File: src/rtl/cpu_debug_ctrl.sv
// Command-driven debug controller: loads/reads CPU memories, steps or runs the CPU,
// and stops on PC breakpoints or an external halt request.
module cpu_debug_ctrl #(
  parameter int unsigned DATA_W = 32,
  parameter int unsigned ADDR_W = 32,
  parameter int unsigned N_BKPT = 4,
  parameter int unsigned STEP_W = 16
) (
  input  logic              clk_i,
  input  logic              rst_ni,
  input  logic              cmd_valid_i,
  output logic              cmd_ready_o,
  input  logic [2:0]        cmd_op_i,
  input  logic [ADDR_W-1:0] cmd_addr_i,
  input  logic [DATA_W-1:0] cmd_data_i,
  input  logic              halt_req_i,
  output logic              rsp_valid_o,
  output logic [DATA_W-1:0] rsp_data_o,
  input  logic [ADDR_W-1:0] pc_chk_i,
  input  logic [DATA_W-1:0] dout_im_i,
  input  logic [DATA_W-1:0] dout_dm_i,
  input  logic [DATA_W-1:0] dout_rf_i,
  output logic [ADDR_W-1:0] addr_o,
  output logic [DATA_W-1:0] din_o,
  output logic              we_im_o,
  output logic              we_dm_o,
  output logic              clk_ld_o,
  output logic              debug_o,
  output logic              clk_cpu_en_o,
  output logic              halted_o
);

  localparam logic [2:0] OpWrIm    = 3'd0;
  localparam logic [2:0] OpWrDm    = 3'd1;
  localparam logic [2:0] OpRdIm    = 3'd2;
  localparam logic [2:0] OpRdDm    = 3'd3;
  localparam logic [2:0] OpRdRf    = 3'd4;
  localparam logic [2:0] OpStep    = 3'd5;
  localparam logic [2:0] OpRun     = 3'd6;
  localparam logic [2:0] OpSetBkpt = 3'd7;

  typedef enum logic [2:0] {
    StIdle, StWset, StWstb, StWend, StRset, StRcap, StStep, StRun
  } state_e;

  state_e              state_q, state_d;
  logic [ADDR_W-1:0]   addr_q, addr_d;
  logic [DATA_W-1:0]   din_q, din_d;
  logic [2:0]          op_q, op_d;
  logic [STEP_W-1:0]   cnt_q, cnt_d;
  logic [ADDR_W-1:0]   bkpt_pc_q [N_BKPT];
  logic [ADDR_W-1:0]   bkpt_pc_d [N_BKPT];
  logic [N_BKPT-1:0]   bkpt_en_q, bkpt_en_d;

  logic                match;
  logic [3:0]          match_idx;
  logic [DATA_W-1:0]   stop_word;
  logic [3:0]          bkpt_idx;
  logic                bkpt_we;

  // Descending scan so the lowest matching comparator wins.
  always_comb begin
    match     = 1'b0;
    match_idx = '0;
    for (int i = int'(N_BKPT) - 1; i >= 0; i--) begin
      if (bkpt_en_q[i] && (pc_chk_i == bkpt_pc_q[i])) begin
        match     = 1'b1;
        match_idx = 4'(i);
      end
    end
  end

  always_comb begin
    stop_word                 = '0;
    stop_word[DATA_W-1]       = match;
    stop_word[DATA_W-2 -: 4]  = match_idx;
  end

  assign bkpt_idx = cmd_addr_i[3:0];
  assign bkpt_we  = cmd_valid_i && (state_q == StIdle) && (cmd_op_i == OpSetBkpt) &&
                    (32'(bkpt_idx) < N_BKPT);

  always_comb begin
    bkpt_pc_d = bkpt_pc_q;
    bkpt_en_d = bkpt_en_q;
    for (int i = 0; i < int'(N_BKPT); i++) begin
      if (bkpt_we && (bkpt_idx == 4'(i))) begin
        bkpt_pc_d[i] = ADDR_W'(cmd_data_i);
        bkpt_en_d[i] = cmd_addr_i[ADDR_W-1];
      end
    end
  end

  always_comb begin
    state_d      = state_q;
    addr_d       = addr_q;
    din_d        = din_q;
    op_d         = op_q;
    cnt_d        = cnt_q;
    cmd_ready_o  = 1'b0;
    we_im_o      = 1'b0;
    we_dm_o      = 1'b0;
    clk_ld_o     = 1'b0;
    clk_cpu_en_o = 1'b0;
    rsp_valid_o  = 1'b0;
    rsp_data_o   = '0;
    debug_o      = 1'b1;
    unique case (state_q)
      StIdle: begin
        cmd_ready_o = 1'b1;
        if (cmd_valid_i) begin
          op_d = cmd_op_i;
          unique case (cmd_op_i)
            OpWrIm, OpWrDm: begin
              addr_d  = cmd_addr_i;
              din_d   = cmd_data_i;
              state_d = StWset;
            end
            OpRdIm, OpRdDm, OpRdRf: begin
              addr_d  = cmd_addr_i;
              state_d = StRset;
            end
            OpStep: begin
              cnt_d = cmd_data_i[STEP_W-1:0];
              if (cmd_data_i[STEP_W-1:0] != '0) state_d = StStep;
            end
            OpRun:     state_d = StRun;
            OpSetBkpt: state_d = StIdle;
            default:   state_d = StIdle;
          endcase
        end
      end
      // Write enable brackets the one-cycle load strobe on both sides.
      StWset: begin
        we_im_o = (op_q == OpWrIm);
        we_dm_o = (op_q == OpWrDm);
        state_d = StWstb;
      end
      StWstb: begin
        we_im_o  = (op_q == OpWrIm);
        we_dm_o  = (op_q == OpWrDm);
        clk_ld_o = 1'b1;
        state_d  = StWend;
      end
      StWend: begin
        we_im_o = (op_q == OpWrIm);
        we_dm_o = (op_q == OpWrDm);
        state_d = StIdle;
      end
      StRset: state_d = StRcap;
      StRcap: begin
        rsp_valid_o = 1'b1;
        unique case (op_q)
          OpRdIm:  rsp_data_o = dout_im_i;
          OpRdDm:  rsp_data_o = dout_dm_i;
          default: rsp_data_o = dout_rf_i;
        endcase
        state_d = StIdle;
      end
      StStep: begin
        debug_o = 1'b0;
        if (halt_req_i) begin
          rsp_valid_o = 1'b1;
          cnt_d       = '0;
          state_d     = StIdle;
        end else begin
          clk_cpu_en_o = 1'b1;
          cnt_d        = cnt_q - STEP_W'(1);
          if (cnt_q == STEP_W'(1)) begin
            rsp_valid_o = 1'b1;
            state_d     = StIdle;
          end
        end
      end
      StRun: begin
        debug_o = 1'b0;
        if (match || halt_req_i) begin
          rsp_valid_o = 1'b1;
          rsp_data_o  = stop_word;
          state_d     = StIdle;
        end else begin
          clk_cpu_en_o = 1'b1;
        end
      end
      default: state_d = StIdle;
    endcase
  end

  assign addr_o   = addr_q;
  assign din_o    = din_q;
  assign halted_o = ~clk_cpu_en_o;

  always_ff @(posedge clk_i or negedge rst_ni) begin
    if (!rst_ni) begin
      state_q   <= StIdle;
      addr_q    <= '0;
      din_q     <= '0;
      op_q      <= '0;
      cnt_q     <= '0;
      bkpt_en_q <= '0;
      for (int i = 0; i < int'(N_BKPT); i++) bkpt_pc_q[i] <= '0;
    end else begin
      state_q   <= state_d;
      addr_q    <= addr_d;
      din_q     <= din_d;
      op_q      <= op_d;
      cnt_q     <= cnt_d;
      bkpt_en_q <= bkpt_en_d;
      bkpt_pc_q <= bkpt_pc_d;
    end
  end

endmodule

File: config.mk
export PLATFORM = sky130hd
export DESIGN_NAME = cpu_debug_ctrl
export DESIGN_NICKNAME = d
export VERILOG_FILES = /design/src/rtl/cpu_debug_ctrl.sv
export SDC_FILE = /design/constraint.sdc
export NUM_CORES = 1
export LEC_CHECK = 0
export ABC_CLOCK_PERIOD_IN_PS = 2900
export CAP_MARGIN = 10
export CORE_MARGIN = 5
export CORE_UTILIZATION = 49
export CTS_BUF_LIST = sky130_fd_sc_hd__clkbuf_4 sky130_fd_sc_hd__clkbuf_8 sky130_fd_sc_hd__clkbuf_16
export DETAILED_ROUTE_END_ITERATION = 10
export PLACE_DENSITY = 0.82
export SYNTH_ARGS = -nofsm -noshare
export SYNTH_HDL_FRONTEND = slang
export SYNTH_SLANG_ARGS = --single-unit
File: constraint.sdc
create_clock -name clk_i -period 2.9 [get_ports clk_i]
set_clock_uncertainty 0.2 [all_clocks]
set_input_delay 0.58 -clock clk_i [delete_from_list [all_inputs] [get_ports clk_i]]
set_output_delay 0.58 -clock clk_i [all_outputs]
set_load 0.01 [all_outputs]
==> results.toml, run 1 <==
[run_status]
status = "finished with violations"
violations = "negative setup slack"

[synthesis]
synth_mux_area_share_pct = 24.2
yosysMostFrequentCell = "dfrtp_1"
synthesis.nets = 1110
synthXorXnorAreaFrac_pct = 10.1
synth-edff-count = 0
async_reset_ff_share_pct = 100
synthSimpleGateAreaFrac_pct = 7.25
synth_seq_cells = 218
syn_area_per_cell_sq_um = 12.2
synth_ff_type = "dfrtp_1"
yosysSeqAreaShare_pct = 49.3
netlist-cell-type-count = 49
synth_compound_gate_area_share_pct = 6.40
syn_area_sq_um = 11100
netlist_top_cells_count = "218 x dfrtp_1, 165 x mux2_2, 73 x xor2_1"
synth_top_family_by_area = "multiplexers"
yosysTopAreaCell = "dfrtp_1"
synth_fa_ha_area_share_pct = 0.452
yosysWarnings = 0
yosysTopAreaCellShare_pct = 49.3
syn-instance-count = 907
synth_area_leaders = "dfrtp_1 49%, mux2_2 17%, xor2_1 5.8%"

[critical_path]
cp.depth = 10
cp_top_family = "simple AND/OR/NAND/NOR gates"
worstSetupStartpoint = "bkpt_pc_q[91]"
path_max_fanout = 3
r2r_slack_ns = 0.24
cp_slowest_cell = "nor4_2"
crit_buf_inv = 4
worstSetupPathType = "flip-flop to output pin"
required_ns = 2.12
critical_path.endpoint_type = "output pin"
rr_startpoint = "bkpt_pc_q[91]"
cpPeakStageDelay_ns = 0.42
arrival_ns = 2.80
start_kind = "flip-flop"
worstRegToRegCells = 10
setup.worst_path.end = "clk_cpu_en_o"
r2r_end = "state_q[2]"
worstPathCellList = "xor2_1 > nor4_2 > buf_4 > nand4_1 > or3_4 > o2111ai_4 > buf_6 > a211o_1 > inv_1 > buf_2"

[global_route]
met1_usage_pct = 37.5
antenna_found_initial = 0
met3_usage_pct = 5.19
grt_pass1_wl_mm = 55.8
grt_use_total_pct = 27.5
grt_max_degree = 78
top_usage_layer = "met2"
grtUsageMet2_pct = 43.9
grt_overflow_total = 0
first_global_vias = 9761

[drt]
drtAntennaViolNets = 0
wl_per_cell_microns = 22.5
first_pass_iters = 5
drcViolationCount = 0
dr.first_iter.drc_count = 746
drt_wl_total_mm = 36.7
via_count = 9098
vias_per_cell = 5.59

[power_and_ir_drop]
p_total_mw = 12.0
leakagePower_nw = 7.73
p_per_area_nw_per_um2 = 730
peakVddDrop_v = 0.000567

[clock_tree]
cts-root-buf = "clkbuf_16"
cts_buffer_depth = 3
numCtsBuffers = 24
clk-insertion-delay-late_ns = 0.52
clk_pin_slew_ns = 0.06
cts_tree = "built"
htreeDepth = 1
cts.sinks = 218

[placement]
port_buffers = 302
placed_cells = 1571
place_congestion = 0.936
dpl.hpwl_mm = 26.1

[timing]
tightest_slew_ns = 0.614
hold_viol = 0
worst_slack_ns = -0.679
max_freq_mhz = 279
slew_violations = 0
rsz0062_at_grt = "true"
relSlewSlack_pct = 59.1
fin_crit_sh_pct = 123
fin_crit_ns = 3.58
finalSetupViolations = 8

[die]
die_h_microns = 160
die_area_sq_um = 25700
fp.coreArea_sq_um = 22400
die_w_microns = 160
row_count = 55
start_util_pct = 49.3
io_pins = 303

[final_layout]
diodes = 0
fillers = 1472
syn2layout_area_growth_pct = 48.3
layoutNonFillerInstCount = 1628
layout-drive-gt1-share_pct = 33.6
utilization_pct = 73.1
regArea_sq_um = 5460
multi_input_area_sq_um = 5650
fin_nets = 1531

[min_path]
hold_class = "flip-flop to flip-flop"

[job]
cap_violations = 0
-- through the flow --
step	hold WS, ns	cell area [sq um]	setup slack [ns]	setup TNS [ns]
final	0.301	16400	-0.679	-3.78
after global routing	0.315	16400	-0.774	-4.54
after CTS	0.305	16300	-0.562	-3.43
after detailed placement	0.292	15300	-1.40	-9.61
after global placement	0.281	15300	-1.33	-9.12
after floorplan	0.0844	11100	0.139	0
-- logic make-up (layout without fill, tap and decap cells) --
group	Yosys count	in the layout
compound gates	112	112
buf+inv	55	491
fa+ha+maj	4	4
xor+xnor	128	128
mux	231	231
simple gates	159	159
flops	218	218
-- registers in the layout, indices dropped and copies added, names as in the netlist --
name	count
addr_o	32
bkpt_en_q	4
bkpt_pc_q	128
cnt_q	16
din_o	32
op_q	3
state_q	3
-- worst min-delay path by stage --
stage | startpoint | endpoint | slack, ns | cells past startpoint
2_1_floorplan | rst_ni | addr_o[0] | 0.08 | 0
3_3_place_gp | cnt_q[11] | cnt_q[11] | 0.28 | 2
3_5_place_dp | din_o[21] | din_o[21] | 0.29 | 1
4_1_cts | din_o[21] | din_o[21] | 0.30 | 1
5_1_grt | din_o[21] | din_o[21] | 0.31 | 1
6_report | din_o[27] | din_o[27] | 0.30 | 1
-- cell usage in the layout, fill, tap and decap left out, types with 17 or more instances in the layout --
master / n
nor2_1: 53
nand4_1: 17
dlygate4sd2_1: 37
mux2_2: 165
clkbuf_16: 25
clkdlybuf4s50_1: 231
dfrtp_1: 214
o21ai_0: 38
mux2i_1: 32
mux2_4: 30
clkbuf_2: 20
a211oi_1: 29
xnor2_1: 53
buf_4: 112
xor2_1: 66
-- layer usage --
metal,up-vias,wire length (microns)
met3,82,2470
met2,370,17500
met5,-,0
li1,4092,-
met1,4554,15500
met4,0,1300
-- layout make-up --
class	instances	area share, %
clock buffer	35	4.43
inverter	11	0.252
sequential	218	33.3
multi-input combinational	634	34.5
clock inverter	6	0.404
timing repair buffer	439	25.0
tap	285	2.17
-- timing repair --
| action | CTS | global route |
|---|---|---|
| pin swaps | 26 | 13 |
| endpoints found under the hold margin | 71 | 0 |
| hold buffers | 1 | 0 |
| setup buffers | 10 | 5 |
| gates resized for setup | 146 | 66 |
| setup endpoints to repair | 39 | 9 |
| cloned | 2 | 1 |
-- report_power, final --
group	switching (mW)	internal [mW]
Sequential	0.463	3.78
Clock	1.24	1.82
Combinational	2.11	2.56
Total	3.81	8.16
-- worst reg2reg max path: stages, from the launching register on --
cell and delay (ns):
dfrtp_1 0.40, xor2_1 0.19, nor4_2 0.42, buf_4 0.18
nand4_1 0.09, or3_4 0.37, o2111ai_4 0.14, buf_6 0.14
buf_6 0.08, nor3_1 0.06, a211o_1 0.27
Note: power is estimated with default switching activity, not from simulation.
==> run 2, diff against run 1 <==
--- a/config.mk
+++ b/config.mk
@@ -12,6 +12,8 @@
 export CTS_BUF_LIST = sky130_fd_sc_hd__clkbuf_4 sky130_fd_sc_hd__clkbuf_8 sky130_fd_sc_hd__clkbuf_16
 export DETAILED_ROUTE_END_ITERATION = 10
 export PLACE_DENSITY = 0.82
+export REMOVE_ABC_BUFFERS = 1
+export SLEW_MARGIN = 20
 export SYNTH_ARGS = -nofsm -noshare
 export SYNTH_HDL_FRONTEND = slang
 export SYNTH_SLANG_ARGS = --single-unit
==> run 2 against run 1 <==
- total power shrank 1.5%
- non-clock buffer count is 32 lower
- flip-flop and latch count is the same
- final area fell by 1.9%
- via count shrank 2.3%
- sequential share of layout area is 0.61 points higher
- the flow still finishes with violations (negative setup slack)
- largest power group unchanged
- register-to-register slack gained 0.17 ns
- routed wire length shrank 7.1%
==> results.toml, run 2 (same netlist as run 1, synthesis figures left out) <==
[drt]
drtAntennaViolNets = 0
drcViolationCount = 0
dr.first_iter.drc_count = 587
vias_per_cell = 5.55
via_count = 8886
wl_per_cell_microns = 21.3
drt_wl_total_mm = 34.1
first_pass_iters = 5

[final_layout]
fin_nets = 1500
mostFrequentLayoutCell = "clkdlybuf4s50_1"
layout-drive-gt1-share_pct = 28.7
layoutNonFillerInstCount = 1600
largest_reg_flops = 128
syn2layout_area_growth_pct = 45.5
final_cell_mix = "233 x clkdlybuf4s50_1, 217 x dfrtp_1, 165 x mux2_2"
regMostFlops = "bkpt_pc_q"
finalInstanceArea_sq_um = 16100

[global_route]
grt_use_total_pct = 26.1
met3_usage_pct = 5.78
grtUsageMet2_pct = 45.2
grt_pass1_wl_mm = 53.8
first_global_vias = 9506
grt_overflow_total = 0
antenna_found_initial = 2
met1_usage_pct = 32.2
grt_max_degree = 61
top_usage_layer = "met2"

[timing]
rsz0062_at_grt = "true"
fin_crit_ns = 3.45
finalSetupTns_ns = -3.12
slew_violations = 0
whs_ns = 0.301
worst_slack_ns = -0.549
relSlewSlack_pct = 59.2
fin_crit_sh_pct = 119
max_freq_mhz = 290
finalSetupViolations = 6
hold_viol = 0
tightest_slew_ns = 0.606

[clock_tree]
cts-root-buf = "clkbuf_16"
cts_tree = "built"
cts.sinks = 218
clk_pin_slew_ns = 0.06
clk-insertion-delay-late_ns = 0.52
numCtsBuffers = 25
cts_buffer_depth = 3
htreeDepth = 1

[run_status]
status = "finished with violations"
violations = "negative setup slack"

[placement]
dpl.hpwl_mm = 24.7
placed_area_sq_um = 15100
placed_cells = 1551
pre_cts_ws_ns = -1.20
port_buffers = 302
place_congestion = 0.890

[die]
die_h_microns = 160
fp.coreArea_sq_um = 22400
die_area_sq_um = 25700
die_w_microns = 160
start_util_pct = 49.3
io_pins = 303
row_count = 55

[critical_path]
worstSetupPathType = "input pin to output pin"
arrival_ns = 2.67
r2r_slack_ns = 0.41
start_kind = "input pin"
critical_path.endpoint_type = "output pin"
required_ns = 2.12
rr_startpoint = "bkpt_pc_q[89]"
worstRegToRegCells = 9
path_max_fanout = 3
r2r_end = "state_q[2]"

[power_and_ir_drop]
peakVddDrop_v = 0.000768
leakagePower_nw = 7.61
p_per_area_nw_per_um2 = 733

[min_path]
hold_depth = 1
holdCritStartpoint = "din_o[26]"
hold_class = "flip-flop to flip-flop"
holdPathEnd = "din_o[26]"

[job]
cap_violations = 0
run 2: cell count changes in the layout (fill, tap and decap cells not counted), sizes merged:
cell / previous run / this run
clkdlybuf4s15: 5 / 3
bufbuf: 1 / 2
clkinv: 5 / 3
clkbuf: 56 / 40
inv: 11 / 12
dlygate4sd2: 37 / 59
buf: 142 / 108
diode: 0 / 1
clkdlybuf4s50: 231 / 233
dlymetal6s2s: 1 / 0
run 2: how the worst max path moves through the flow:
stage,startpoint,to,slack (ns),cells past startpoint
after CTS,bkpt_pc_q[73],rsp_valid_o,-0.53,10
after global placement,pc_chk_i[9],rsp_valid_o,-1.16,11
after detailed placement,pc_chk_i[9],rsp_valid_o,-1.20,11
after global routing,bkpt_pc_q[89],rsp_valid_o,-0.67,10
final,pc_chk_i[8],rsp_data_o[28],-0.55,11
after floorplan,op_q[2],rsp_data_o[28],-0.87,3
run 2: repair_timing:
action | in CTS | in global routing
setup endpoints to repair | 37 | 11
hold buffers | 1 | 0
resized for setup | 114 | 4
setup buffers | 0 | 1
gates cloned | 2 | 0
pin swaps | 25 | 2
endpoints found under the hold margin | 54 | 0
run 2: through the flow:
step / total power, mW / util, %
2_1_floorplan: 6.23 / -
3_3_place_gp: 8.40 / 67.5
3_5_place_dp: 8.55 / 67.5
4_1_cts: 11.8 / 71.6
5_1_grt: 12.4 / 71.8
6_report: 11.8 / 71.8
run 2: power by group:
group | total [mW] | internal [mW] | switching [mW]
registers | 4.21 | 3.78 | 0.434
clock network | 3.17 | 1.92 | 1.25
logic | 4.42 | 2.44 | 1.98
total | 11.8 | 8.14 | 3.66
run 2: metal layers:
layer	vias up	wire (microns)
li1	4033	-
met3	88	2350
met1	4401	13500
met4	2	1360
met5	-	10
met2	362	16800
run 2: final cells by class:
cell class / instances / area (sq um)
Clock buffer: 39 / 774
Multi-Input combinational cell: 634 / 5480
Tap cell: 285 / 357
Timing Repair Buffer: 407 / 3930
Antenna cell: 1 / 2.50
Fill cell: 1596 / 6330
Inverter: 11 / 41.3
Clock inverter: 5 / 60.1
Sequential cell: 218 / 5460
run 2: critical path, stage by stage:
cell           delay, ns
dlygate4sd2_1       0.26
buf_4               0.15
xor2_1              0.17
nor4_2              0.34
nand3_2             0.14
or3_4               0.43
buf_6               0.14
nand2b_4            0.06
nand3b_1            0.16
o21ai_1             0.09
buf_2               0.15
